`config.mk`:
```
export PLATFORM = sky130hd
export DESIGN_NAME = pipe_hazard_ctrl_flat
export DESIGN_NICKNAME = d
export VERILOG_FILES = /design/src/rtl/pipe_hazard_ctrl_pkg.sv /design/src/rtl/pipe_hazard_ctrl_if.sv /design/src/rtl/pipe_hazard_ctrl_fwd.sv /design/src/rtl/pipe_hazard_ctrl.sv /design/src/flat_wrapper.sv
export SDC_FILE = /design/constraint.sdc
export NUM_CORES = 1
export LEC_CHECK = 0
export ABC_AREA = 1
export BUFFER_PORTS_ARGS = -buffer_cell sky130_fd_sc_hd__buf_4
export CORE_UTILIZATION = 35
export DETAILED_ROUTE_END_ITERATION = 8
export GPL_TIMING_DRIVEN = 0
export PLACE_DENSITY = 0.86
export REMOVE_ABC_BUFFERS = 1
export SYNTH_ARGS = -nofsm -noshare
export SYNTH_HDL_FRONTEND = slang
export SYNTH_SLANG_ARGS = --single-unit
```
`constraint.sdc`:
```
create_clock -name clk -period 0.8 [get_ports clk]
set_input_delay 0.08 -clock clk [delete_from_list [all_inputs] [get_ports clk]]
set_output_delay 0.08 -clock clk [all_outputs]
set_load 0.01 [all_outputs]
```
`src/rtl/pipe_hazard_ctrl_pkg.sv`:
```
// pipe_hazard_ctrl_pkg: shared types for the pipeline hazard controller
package hazard_pkg;
   localparam int REG_AW_DEF = 5;
   typedef enum logic [1:0] {FWD_RF = 2'b00, FWD_WB = 2'b01, FWD_MEM = 2'b10} fwd_sel_t;
   typedef enum logic {RUN, WAIT} state_t;
endpackage

```
`src/rtl/pipe_hazard_ctrl_if.sv`:
```
// pipe_hazard_ctrl_if: pipeline status in, register write/flush controls out
interface pipe_hazard_ctrl_if import hazard_pkg::*; #(parameter int REG_AW = REG_AW_DEF);
   logic [REG_AW-1:0] id_rs1, id_rs2, ex_rs1, ex_rs2, ex_rd, mem_rd, wb_rd;
   logic id_use_rs1, id_use_rs2, ex_regwrite, ex_memread;
   logic mem_regwrite, mem_memread, mem_req, wb_regwrite, branch_taken;
   fwd_sel_t fwd_a, fwd_b;
   logic pc_write, ifid_write, idex_write, exmem_write;
   logic ifid_flush, idex_flush, exmem_flush, memwb_bubble;
   modport master (
      output id_rs1, id_rs2, id_use_rs1, id_use_rs2, ex_rs1, ex_rs2, ex_rd, ex_regwrite, ex_memread,
             mem_rd, mem_regwrite, mem_memread, mem_req, wb_rd, wb_regwrite, branch_taken,
      input  fwd_a, fwd_b, pc_write, ifid_write, idex_write, exmem_write,
             ifid_flush, idex_flush, exmem_flush, memwb_bubble
   );
   modport slave (
      input  id_rs1, id_rs2, id_use_rs1, id_use_rs2, ex_rs1, ex_rs2, ex_rd, ex_regwrite, ex_memread,
             mem_rd, mem_regwrite, mem_memread, mem_req, wb_rd, wb_regwrite, branch_taken,
      output fwd_a, fwd_b, pc_write, ifid_write, idex_write, exmem_write,
             ifid_flush, idex_flush, exmem_flush, memwb_bubble
   );
endinterface

```
`src/rtl/pipe_hazard_ctrl_fwd.sv`:
```
// fwd_select: priority forwarding select for one ALU operand
module fwd_select import hazard_pkg::*; #(parameter int REG_AW = REG_AW_DEF) (
   input  logic [REG_AW-1:0] rs,
   input  logic [REG_AW-1:0] mem_rd,
   input  logic [REG_AW-1:0] wb_rd,
   input  logic              mem_regwrite,
   input  logic              mem_memread,
   input  logic              wb_regwrite,
   output fwd_sel_t          sel
);
   // EX/MEM wins over WB; a load in EX/MEM has no data yet so it is skipped
   always_comb sel = (mem_regwrite && !mem_memread && mem_rd != '0 && mem_rd == rs) ? FWD_MEM :
                     (wb_regwrite && wb_rd != '0 && wb_rd == rs) ? FWD_WB : FWD_RF;
endmodule

```
`src/rtl/pipe_hazard_ctrl.sv`:
```
// pipe_hazard_ctrl: forwarding, load-use stall, branch flush and memory freeze; HAZARD_PERF_EN adds perf counters
module pipe_hazard_ctrl import hazard_pkg::*; #(
   parameter int REG_AW  = REG_AW_DEF,
   parameter int MEM_LAT = 1
`ifdef HAZARD_PERF_EN
 , parameter int CNT_W   = 32
`endif
)(
   input  logic clk,
   input  logic reset,
   pipe_hazard_ctrl_if.slave bus
`ifdef HAZARD_PERF_EN
 , output logic [CNT_W-1:0] perf_stall_cnt,
   output logic [CNT_W-1:0] perf_flush_cnt
`endif
);
   localparam int CW = $clog2(MEM_LAT) + 1;
   localparam logic [CW-1:0] CNT_INIT = CW'(MEM_LAT > 1 ? MEM_LAT - 2 : 0);
   state_t state, state_nx;
   logic [CW-1:0] cnt, cnt_nx;
   logic freeze, live, lu, br, stall;
   fwd_sel_t sel_a, sel_b;
   fwd_select #(.REG_AW(REG_AW)) u_fwd_a (
      .rs(bus.ex_rs1), .mem_rd(bus.mem_rd), .wb_rd(bus.wb_rd), .mem_regwrite(bus.mem_regwrite),
      .mem_memread(bus.mem_memread), .wb_regwrite(bus.wb_regwrite), .sel(sel_a)
   );
   fwd_select #(.REG_AW(REG_AW)) u_fwd_b (
      .rs(bus.ex_rs2), .mem_rd(bus.mem_rd), .wb_rd(bus.wb_rd), .mem_regwrite(bus.mem_regwrite),
      .mem_memread(bus.mem_memread), .wb_regwrite(bus.wb_regwrite), .sel(sel_b)
   );
   // memory-wait state and remaining freeze cycles
   always_ff @(posedge clk or negedge reset)
      if (!reset) begin
         state <= RUN;
         cnt   <= '0;
      end else begin
         state <= state_nx;
         cnt   <= cnt_nx;
      end
   // next state plus all pipeline controls; everything is held off while reset is low
   always_comb begin
      state_nx = state;
      cnt_nx   = cnt;
      freeze   = 1'b0;
      if (state == RUN) begin
         if (bus.mem_req && MEM_LAT > 1) begin
            freeze   = 1'b1;
            state_nx = WAIT;
            cnt_nx   = CNT_INIT;
         end
      end else if (cnt != '0) begin
         freeze = 1'b1;
         cnt_nx = cnt - 1'b1;
      end else begin
         state_nx = RUN;
      end
      live  = state == RUN && !freeze;
      lu    = live && bus.ex_memread && bus.ex_rd != '0 &&
              ((bus.id_use_rs1 && bus.ex_rd == bus.id_rs1) || (bus.id_use_rs2 && bus.ex_rd == bus.id_rs2));
      br    = live && bus.branch_taken;
      stall = lu && !br;
      bus.fwd_a        = reset ? sel_a : FWD_RF;
      bus.fwd_b        = reset ? sel_b : FWD_RF;
      bus.pc_write     = reset && !freeze && !stall;
      bus.ifid_write   = reset && !freeze && !stall;
      bus.idex_write   = reset && !freeze;
      bus.exmem_write  = reset && !freeze;
      bus.ifid_flush   = reset && br;
      bus.idex_flush   = reset && (br || stall);
      bus.exmem_flush  = reset && br;
      bus.memwb_bubble = reset && freeze;
   end
`ifdef HAZARD_PERF_EN
   // saturating counts of stall/freeze cycles and taken-branch flushes
   always_ff @(posedge clk or negedge reset)
      if (!reset) begin
         perf_stall_cnt <= '0;
         perf_flush_cnt <= '0;
      end else begin
         if ((stall || freeze) && !(&perf_stall_cnt)) perf_stall_cnt <= perf_stall_cnt + 1'b1;
         if (br && !(&perf_flush_cnt)) perf_flush_cnt <= perf_flush_cnt + 1'b1;
      end
`endif
   a_mem_br: assert property (@(posedge clk) disable iff (!reset) !(bus.mem_req && bus.branch_taken))
      else $error("mem_req and branch_taken asserted together");
endmodule
```
`src/flat_wrapper.sv`:
```
// flat-port wrapper written by rule: the top's interface ports become plain ports
module pipe_hazard_ctrl_flat import hazard_pkg::*;
#(
   parameter int REG_AW  = REG_AW_DEF,
   parameter int MEM_LAT = 1

)
  (clk, reset, bus_id_rs1, bus_id_rs2, bus_id_use_rs1, bus_id_use_rs2, bus_ex_rs1, bus_ex_rs2, bus_ex_rd, bus_ex_regwrite, bus_ex_memread, bus_mem_rd, bus_mem_regwrite, bus_mem_memread, bus_mem_req, bus_wb_rd, bus_wb_regwrite, bus_branch_taken, bus_fwd_a, bus_fwd_b, bus_pc_write, bus_ifid_write, bus_idex_write, bus_exmem_write, bus_ifid_flush, bus_idex_flush, bus_exmem_flush, bus_memwb_bubble);
  pipe_hazard_ctrl_if #(.REG_AW(REG_AW)) bus_i ();
  input  logic clk;
  input  logic reset;
  input wire logic [$bits(bus_i.id_rs1)-1:0] bus_id_rs1;
  input wire logic [$bits(bus_i.id_rs2)-1:0] bus_id_rs2;
  input wire logic [$bits(bus_i.id_use_rs1)-1:0] bus_id_use_rs1;
  input wire logic [$bits(bus_i.id_use_rs2)-1:0] bus_id_use_rs2;
  input wire logic [$bits(bus_i.ex_rs1)-1:0] bus_ex_rs1;
  input wire logic [$bits(bus_i.ex_rs2)-1:0] bus_ex_rs2;
  input wire logic [$bits(bus_i.ex_rd)-1:0] bus_ex_rd;
  input wire logic [$bits(bus_i.ex_regwrite)-1:0] bus_ex_regwrite;
  input wire logic [$bits(bus_i.ex_memread)-1:0] bus_ex_memread;
  input wire logic [$bits(bus_i.mem_rd)-1:0] bus_mem_rd;
  input wire logic [$bits(bus_i.mem_regwrite)-1:0] bus_mem_regwrite;
  input wire logic [$bits(bus_i.mem_memread)-1:0] bus_mem_memread;
  input wire logic [$bits(bus_i.mem_req)-1:0] bus_mem_req;
  input wire logic [$bits(bus_i.wb_rd)-1:0] bus_wb_rd;
  input wire logic [$bits(bus_i.wb_regwrite)-1:0] bus_wb_regwrite;
  input wire logic [$bits(bus_i.branch_taken)-1:0] bus_branch_taken;
  output wire logic [$bits(bus_i.fwd_a)-1:0] bus_fwd_a;
  output wire logic [$bits(bus_i.fwd_b)-1:0] bus_fwd_b;
  output wire logic [$bits(bus_i.pc_write)-1:0] bus_pc_write;
  output wire logic [$bits(bus_i.ifid_write)-1:0] bus_ifid_write;
  output wire logic [$bits(bus_i.idex_write)-1:0] bus_idex_write;
  output wire logic [$bits(bus_i.exmem_write)-1:0] bus_exmem_write;
  output wire logic [$bits(bus_i.ifid_flush)-1:0] bus_ifid_flush;
  output wire logic [$bits(bus_i.idex_flush)-1:0] bus_idex_flush;
  output wire logic [$bits(bus_i.exmem_flush)-1:0] bus_exmem_flush;
  output wire logic [$bits(bus_i.memwb_bubble)-1:0] bus_memwb_bubble;
  assign bus_i.id_rs1 = bus_id_rs1;
  assign bus_i.id_rs2 = bus_id_rs2;
  assign bus_i.id_use_rs1 = bus_id_use_rs1;
  assign bus_i.id_use_rs2 = bus_id_use_rs2;
  assign bus_i.ex_rs1 = bus_ex_rs1;
  assign bus_i.ex_rs2 = bus_ex_rs2;
  assign bus_i.ex_rd = bus_ex_rd;
  assign bus_i.ex_regwrite = bus_ex_regwrite;
  assign bus_i.ex_memread = bus_ex_memread;
  assign bus_i.mem_rd = bus_mem_rd;
  assign bus_i.mem_regwrite = bus_mem_regwrite;
  assign bus_i.mem_memread = bus_mem_memread;
  assign bus_i.mem_req = bus_mem_req;
  assign bus_i.wb_rd = bus_wb_rd;
  assign bus_i.wb_regwrite = bus_wb_regwrite;
  assign bus_i.branch_taken = bus_branch_taken;
  assign bus_fwd_a = bus_i.fwd_a;
  assign bus_fwd_b = bus_i.fwd_b;
  assign bus_pc_write = bus_i.pc_write;
  assign bus_ifid_write = bus_i.ifid_write;
  assign bus_idex_write = bus_i.idex_write;
  assign bus_exmem_write = bus_i.exmem_write;
  assign bus_ifid_flush = bus_i.ifid_flush;
  assign bus_idex_flush = bus_i.idex_flush;
  assign bus_exmem_flush = bus_i.exmem_flush;
  assign bus_memwb_bubble = bus_i.memwb_bubble;
  pipe_hazard_ctrl #(.REG_AW(REG_AW), .MEM_LAT(MEM_LAT)) u_core (.clk(clk), .reset(reset), .bus(bus_i));
endmodule
```
==> flow_summary.ini <==
[status]
status = complete, but fails checks
violations = design-rule violations, negative setup slack

[grt]
overflow = 0
grt_max_degree = 9
grt_pass1_vias = 796
grt_usage_pct = 22.8
grt_first_pass_wirelength_mm = 3.37
antenna_found_initial = 0

[final_layout]
layoutNonFillerInstCount = 188
clock_buffers = 0
fillers = 71
drive_above_1_share_pct = 59.3
final_cell_area_sq_um = 1360
final_util_pct = 87.2
ff_latch_area_sq_um = 0
fin_nets = 220
nFlopsAndLatches = 0
antenna_cells = 0
areaGrowthSynthToFinish_pct = 127

[power_and_ir_drop]
power.density_nw_per_um2 = 564
vdd.ir_drop.worst_mv = 0.330
power_leakage_nw = 0.721

[drt]
wirelength_mm = 3.04
postRouteAntennaNets = 0
vias = 1015
wl_per_cell_um = 16.2
drtIter0Drc = 41
drc = 2
drt_pass1_iterations = 7
avgViaCountPerCell = 5.40

[synthesis]
synth_simple_gate_area_share_pct = 50.0
muxShareOfSynthArea_pct = 0
ys_types = 16
synth_top_family_by_area = simple AND/OR/NAND/NOR gates
yosysWarningCount = 0
synth_cells = 122
synth_xor_area_share_pct = 24.9
syn_avg_cell_area_sq_um = 4.90
synth-seq-area-share_pct = 0
synth_compound_area_share_pct = 5.65
synthesis.area_sq_um = 598
yosys.area_share.adder_pct = 0

[place]
hpwl_mm = 1.65
port_buffers = 54
place_area_sq_um = 986
dp_cells = 187
gp_congestion = 0.857

[floorplanning]
die_h_um = 43.3
dieArea_sq_um = 1880
num_rows = 14
floorplan.initialDensity_pct = 38.4
die_x_um = 43.3
io_pins = 58
core_area_sq_um = 1560

[job]
cap_violations = 0

[worst_setup_path]
worstSetupPathType = primary input to output port
worstPathMaxFanout = 2
critPathRequiredTime_ns = 0.72
cp.arrival_ns = 0.99
end_kind = output port
start_kind = primary input

[timing]
layout_min_cycle_time_ns = 1.07
slew_viol_final = 0
setup_viol = 7
rsz0062_at_grt = true
hold_viol = 0
layout_setup_ws_ns = -0.272
fin_crit_sh_pct = 134
max_freq_mhz = 933
worst_hold_slack_ns = 0.403

[worst_hold_path]
hold_class = primary input to output port
timing repair:
action	4_1_cts	5_1_grt
buffers inserted	1	0
gates resized for setup	56	35
pin swaps	34	30
endpoints found under the setup margin	7	7
hold buffers	0	0
logic make-up (layout without fill, tap and decap cells):
| logic type | after synthesis | after routing |
|---|---|---|
| xor gates and xnor gates | 17 | 17 |
| other | 1 | 1 |
| AOI/OAI and AO/OA | 6 | 6 |
| buffers and inverters | 25 | 75 |
| and+or+nand+nor | 73 | 73 |
critical path, stage by stage:
cell     delay [ns]
buf_4          0.09
inv_2          0.03
nand2_1        0.08
nand2_1        0.08
nor2_1         0.12
nand3_1        0.09
nand2_1        0.10
nand2_1        0.06
nand2_1        0.07
nand2_2        0.07
buf_6          0.12
per-stage QoR:
stage	setup TNS, ns	power, mW	setup WS (ns)
2_1_floorplan	-0.0106	0.213	-0.00528
3_3_place_gp	-1.22	0.478	-0.211
3_5_place_dp	-1.33	0.491	-0.222
4_1_cts	-0.934	0.622	-0.158
5_1_grt	-2.08	0.809	-0.404
6_report	-1.56	0.768	-0.272
synth_stat cells:
library cell / n / share of area (%)
a21oi_1: 2 / 1.7
nor2_1: 16 / 10
o21ai_0: 3 / 2.5
o21ai_2: 1 / 1.5
inv_1: 19 / 12
nor4_1: 2 / 2.1
xnor2_1: 15 / 22
xor2_1: 2 / 2.9
nand2_1: 41 / 26
conb_1: 1 / 0.63
nand3_1: 9 / 7.5
nand4_1: 1 / 1.0
nor3_1: 3 / 2.5
inv_2: 1 / 0.63
buf_4: 5 / 6.3
or2_2: 1 / 1.0
area by class of cell:
type               count  area [sq um]  share of cell area (%)
multi-input cells     97           706                    51.9
well taps             16          20.0                    1.47
repair buffers        55           549                    40.4
inverters             20          85.1                    6.26
layer usage:
layer	part of all wire (%)	GRT usage [%]	vias up
met2	54	43.0	68
li1	-	-	464
met4	5.5	3.13	0
met3	5.8	1.67	20
met1	35	28.6	463
met5	0	0	-
cell usage in the layout (no fill, tap or decap):
master	synthesis	final
nand2_1	41	31
buf_4	5	28
buf_6	0	19
xnor2_2	0	12
nor2_1	16	12
nand2_2	0	10
inv_1	19	10
buf_8	0	7
nand3_1	9	6
inv_2	1	6
inv_4	0	4
nand3_2	0	3
nor2_4	0	2
nor2_2	0	2
nor3_2	0	2
xor2_1	2	2
o21ai_0	3	2
a21oi_1	2	2
xnor2_4	0	2
nor4_2	0	2
o21ai_4	0	1
nor3_1	3	1
or2_4	0	1
xnor2_1	15	1
nand4_1	1	1
o21ai_1	0	1
conb_1	1	1
buf_12	0	1
where the power goes:
group | switching, mW | internal (mW) | leakage [nW]
logic | 0.349 | 0.418 | 0.721
clock network | 0 | 0 | 0
registers | 0 | 0 | 0
total | 0.349 | 0.418 | 0.721
worst paths after layout:
kind                 startpoint               to  slack [ns]  cells after the start
setup / recovery  bus_id_rs1[2]   bus_ifid_write       -0.27                     11
hold / removal            reset  bus_exmem_write        0.40                      2
Note: power is estimated with default switching activity, not from simulation.
